**src/rtl/lcd_bus_scheduler.sv**
```systemverilog
// Two-requester arbiter and timing engine for an LCD1602 8-bit bus.
// Each accepted byte is driven through setup, enable pulse and a command-dependent settle wait.
module lcd_bus_scheduler #(
    parameter int SETUP_CYC = 4,
    parameter int EN_CYC    = 20,
    parameter int GAP_CYC   = 2000,
    parameter int LONG_CYC  = 80000
) (
    input  logic       clk,
    input  logic       reset,
    input  logic       a_valid,
    input  logic       a_rs,
    input  logic       a_last,
    input  logic [7:0] a_data,
    output logic       a_ready,
    input  logic       b_valid,
    input  logic       b_rs,
    input  logic       b_last,
    input  logic [7:0] b_data,
    output logic       b_ready,
    output logic       rs,
    output logic       rw,
    output logic       en,
    output logic [7:0] data,
    output logic       busy,
    output logic       owner
);

    localparam int MAX_SE  = (SETUP_CYC > EN_CYC) ? SETUP_CYC : EN_CYC;
    localparam int MAX_GL  = (GAP_CYC > LONG_CYC) ? GAP_CYC : LONG_CYC;
    localparam int MAX_ALL = (MAX_SE > MAX_GL) ? MAX_SE : MAX_GL;
    localparam int CNT_W   = $clog2(MAX_ALL) + 1;

    typedef enum logic [1:0] {IDLE, SETUP, PULSE, WAIT} state_t;

    state_t           state, state_nxt;
    logic [CNT_W-1:0] cnt, cnt_nxt, wait_load;
    logic             rs_q, owner_q, lock_q, last_grant_q;
    logic [7:0]       data_q;
    logic             grant_ok, grant_b, accept;
    logic             sel_rs, sel_last;
    logic [7:0]       sel_data;
    logic             long_cmd;

    // While locked only the owner can win, even if it has no byte to offer this cycle.
    always_comb begin
        // NOTE: every signal assigned here gets a default first, otherwise a latch is inferred.
        grant_ok = 1'b0;
        grant_b  = 1'b0;
        if (state == IDLE) begin
            if (lock_q) begin
                grant_b  = owner_q;
                grant_ok = owner_q ? b_valid : a_valid;
            end else if (a_valid && b_valid) begin
                grant_ok = 1'b1;
                grant_b  = ~last_grant_q;
            end else if (a_valid || b_valid) begin
                grant_ok = 1'b1;
                grant_b  = b_valid;
            end
        end
    end

    assign a_ready  = grant_ok && !grant_b;
    assign b_ready  = grant_ok && grant_b;
    assign accept   = grant_ok;
    assign sel_rs   = grant_b ? b_rs   : a_rs;
    assign sel_last = grant_b ? b_last : a_last;
    assign sel_data = grant_b ? b_data : a_data;

    // Clear display (0x01) and return home (0x02/0x03) need the long settle time.
    assign long_cmd  = !rs_q && (data_q[7:2] == 6'd0) && (data_q != 8'd0);
    assign wait_load = long_cmd ? CNT_W'(LONG_CYC - 1) : CNT_W'(GAP_CYC - 1);

    always_ff @(posedge clk) begin
        // NOTE: sequential state uses non-blocking assignments so all registers update together.
        if (!reset) begin
            state        <= IDLE;
            cnt          <= '0;
            rs_q         <= 1'b0;
            data_q       <= 8'h00;
            owner_q      <= 1'b0;
            lock_q       <= 1'b0;
            last_grant_q <= 1'b1;
        end else begin
            state <= state_nxt;
            cnt   <= cnt_nxt;
            if (accept) begin
                rs_q         <= sel_rs;
                data_q       <= sel_data;
                owner_q      <= grant_b;
                last_grant_q <= grant_b;
                lock_q       <= !sel_last;
            end
        end
    end

    always_comb begin
        state_nxt = state;
        cnt_nxt   = cnt;
        case (state)
            IDLE: begin
                if (accept) begin
                    state_nxt = SETUP;
                    cnt_nxt   = CNT_W'(SETUP_CYC - 1);
                end
            end
            SETUP: begin
                if (cnt == '0) begin
                    state_nxt = PULSE;
                    cnt_nxt   = CNT_W'(EN_CYC - 1);
                end else begin
                    cnt_nxt = cnt - CNT_W'(1);
                end
            end
            PULSE: begin
                if (cnt == '0) begin
                    state_nxt = WAIT;
                    cnt_nxt   = wait_load;
                end else begin
                    cnt_nxt = cnt - CNT_W'(1);
                end
            end
            WAIT: begin
                if (cnt == '0) begin
                    state_nxt = IDLE;
                end else begin
                    cnt_nxt = cnt - CNT_W'(1);
                end
            end
            default: state_nxt = IDLE;
        endcase
    end

    always_comb begin
        en    = (state == PULSE);
        rw    = 1'b0;
        rs    = rs_q;
        data  = data_q;
        busy  = (state != IDLE) || lock_q;
        owner = owner_q;
    end

endmodule

```
**config.mk**
```make
export PLATFORM = sky130hd
export DESIGN_NAME = lcd_bus_scheduler
export DESIGN_NICKNAME = d
export VERILOG_FILES = /design/src/rtl/lcd_bus_scheduler.sv
export SDC_FILE = /design/constraint.sdc
export NUM_CORES = 1
export LEC_CHECK = 0
export ABC_AREA = 1
export BUFFER_PORTS_ARGS = -buffer_cell sky130_fd_sc_hd__buf_4
export CAP_MARGIN = 10
export CORE_MARGIN = 2
export CORE_UTILIZATION = 50
export DETAILED_ROUTE_END_ITERATION = 12
export PLACE_DENSITY = 0.72
export SYNTH_ARGS = -nofsm -noshare
export SYNTH_HDL_FRONTEND = slang
export SYNTH_SLANG_ARGS = --single-unit
```
**constraint.sdc**
```tcl
create_clock -name clk -period 3.57 [get_ports clk]
set_input_delay 0.1785 -clock clk [delete_from_list [all_inputs] [get_ports clk]]
set_output_delay 0.1785 -clock clk [all_outputs]
set_load 0.05 [all_outputs]
```
==> reports/qor.txt <==
Distinct cells, synth: 37
Largest net degree at the start of global routing: 18
Initial core utilization: 52.7%
Post-Synth XOR/XNOR Area: 3.71%
CTS Buffer Depth: 2
Worst path required time: 3.39 ns
R2R depth: 10
Status: completed
Drt total wl: 4920 um
Worst r2r src: state[0]
Critical Path Source Type: flip-flop
FMAX: 0.372 GHz
DR vias: 2082
Syn avg cell area: 6.57 um^2
Max VDD drop: 0.000486 V
CP Max Fanout: 11
Rel. slew slack: 53.1%
Endpoints failing hold: 0
Post-Route Setup TNS: 0 ns
Port bufs: 37
DR DRC count: 0
CP arrival: 2.51 ns
Clock root cell: clkbuf_8
Post-DR wirelength/cell: 12.0 um
Leakage: 0.00126 uW
Clock period minus worst slack: 2.69 ns
CTS resizes: 0
CTS Buf Count: 5
Post-route ant nets: 0
RSZ-0062 raised after global routing: false
Post-Synth Simple-Gate Area: 37.4%
I/O pins: 39
Hpwl dp: 3920 um
P&R area growth vs syn: 17.7%
Flop-to-flop setup slack: 1.28 ns
Power Total: 2630 uW
H-tree depth: 2
Worst hold margin: 0.176 ns
Final clock skew: 0.00479 ns
Synthesized netlist cell count: 323
Post-synthesis compound-gate area fraction: 15.2%
Clk sinks: 32
Hold endpoint: data[7]
Die outline height: 69.1 um
Vias/cell: 5.07
Horiz. Die Dim: 69.1 um
Vias in the first global route: 1876
# rows: 23
Hold Path Class: primary input to flip-flop
First-pass DRT Iterations: 5
Synth Area in Adders: 4.13%
Mux share of post-synthesis cell area: 0%
Final setup violation count: 0
Largest family of logic cells by synthesized area: simple AND/OR/NAND/NOR gates
1st-iter DRT viols: 163
Core box area: 0.00403 mm^2
Initial antenna violation count: 0
Placer Congestion: 0.877
Nets: 392
Reg clk slew, reported paths: 0.06 ns
Setup crit end kind: primary output
Share of cells above drive strength 1: 19.4%
Clock latency on the worst-skew pair: 0.28 ns
Die area: 0.00478 mm^2
Post-Syn Area: 0.00212 mm^2
Antenna diodes: 0
Seq cells post-synth: 32
Worst Hold Depth: 5
# Post-CTS Setup Buffers: 0
Gr usage total: 21.1%
CTS Hold Bufs: 0
Final Max Slew Viols: 0
Global-route wire length before repair: 8430 um
Min-delay src: a_data[7]
Max Cap Violations: 0
Least-Margin Pin Slew: 0.702 ns
Post-Syn Nets: 354
Pwr Density: 1050 mW/mm^2
Final period util: 75.3%
GRT overflow: 0
R2R Path End: data[4]
TritonCTS clock tree: done
Register area share after synthesis: 30.2%
Synth Warn #: 0
WS Path Type: flip-flop to primary output
-- registers in the layout, summed over array words and instances (netlist names) --
register / count
owner: 1
lock_q: 1
data: 8
last_grant_q: 1
rs: 1
cnt: 18
state: 2
-- Yosys cell counts (all sizes together) --
cell | instances | area, um^2
nand3b | 3 | 22.5
o21bai | 2 | 15.0
o21ai | 15 | 78.8
nor2 | 38 | 191
ha | 7 | 87.6
buf | 5 | 42.5
o31a | 1 | 8.76
clkbuf | 1 | 3.75
a21oi | 26 | 141
dfxtp | 32 | 641
nand3 | 18 | 108
conb | 1 | 3.75
nand2 | 109 | 427
or2 | 1 | 6.26
xor2 | 6 | 52.6
a31oi | 1 | 12.5
o211ai | 3 | 27.5
nand4 | 3 | 18.8
inv | 39 | 146
a22oi | 5 | 37.5
nor3 | 3 | 20.0
clkinv | 1 | 3.75
xnor2 | 3 | 26.3
-- stage by stage --
stage	area (um^2)	setup slack, ns	util (%)	std cells
CTS	2500	0.851	62.0	411
floorplan	2120	1.75	-	323
global route	2500	0.599	62.0	411
detailed placement	2420	1.17	60.0	404
global placement	2420	1.23	60.0	404
finish	2500	0.881	62.0	411
-- cell usage in the layout (no fill, tap or decap), drive strengths merged --
cell	count
nor3	3
or2	1
a31oi	1
clkinvlp	1
o31a	1
o21ai	15
o21bai	2
clkinv	2
ha	7
xor2	6
o211ai	3
inv	39
nor2	38
xnor2	3
nand3b	3
nand2	109
dfxtp	32
buf	37
conb	1
a22oi	5
nand3	18
nand4	3
clkbuf	5
a21oi	26
-- layout make-up --
cell class,instances,area (um^2)
Sequential cell,32,641
Multi-Input combinational cell,245,1280
Inverter,40,150
Tap cell,50,62.6
Clock buffer,5,68.8
Timing Repair Buffer,37,278
Clock inverter,2,12.5
Fill cell,396,1530
-- routing by layer --
metal	routed length [um]	up-vias	global-route usage, %	part of all wire, %
li1	-	1097	-	-
met1	2340	907	30.0	48
met2	2200	68	32.9	45
met3	309	10	3.95	6.3
met4	72	0	5.01	1.5
met5	0	-	0	0
-- where the power goes --
part / total (uW) / leakage, uW / internal (uW) / switching, uW
registers: 560 / 0.000262 / 463 / 96.9
clock network: 261 / 0.0000400 / 132 / 129
logic: 1810 / 0.000961 / 597 / 1210
total: 2630 / 0.00126 / 1190 / 1440
-- cell families after synthesis --
family,count (synthesis)
other cells,1
flops,32
compound gates,53
fa+ha+maj,7
xor+xnor,9
buf+inv,46
simple gates,175
-- worst max-delay path, cell delays in order (launching register included) --
cell     delay, ns
dfxtp_1       0.33
inv_1         0.13
ha_1          0.22
inv_1         0.10
a21oi_2       0.24
inv_1         0.27
nor2_1        0.62
buf_4         0.32
-- how the worst max path moves through the flow --
stage | from | endpoint | cells past startpoint
detailed placement | state[0] | a_ready | 7
finish | state[0] | a_ready | 7
global route | state[0] | a_ready | 7
CTS | state[0] | a_ready | 7
global placement | state[0] | a_ready | 7
floorplan | state[0] | cnt[17] | 8
(Power assumes the default switching activity.)
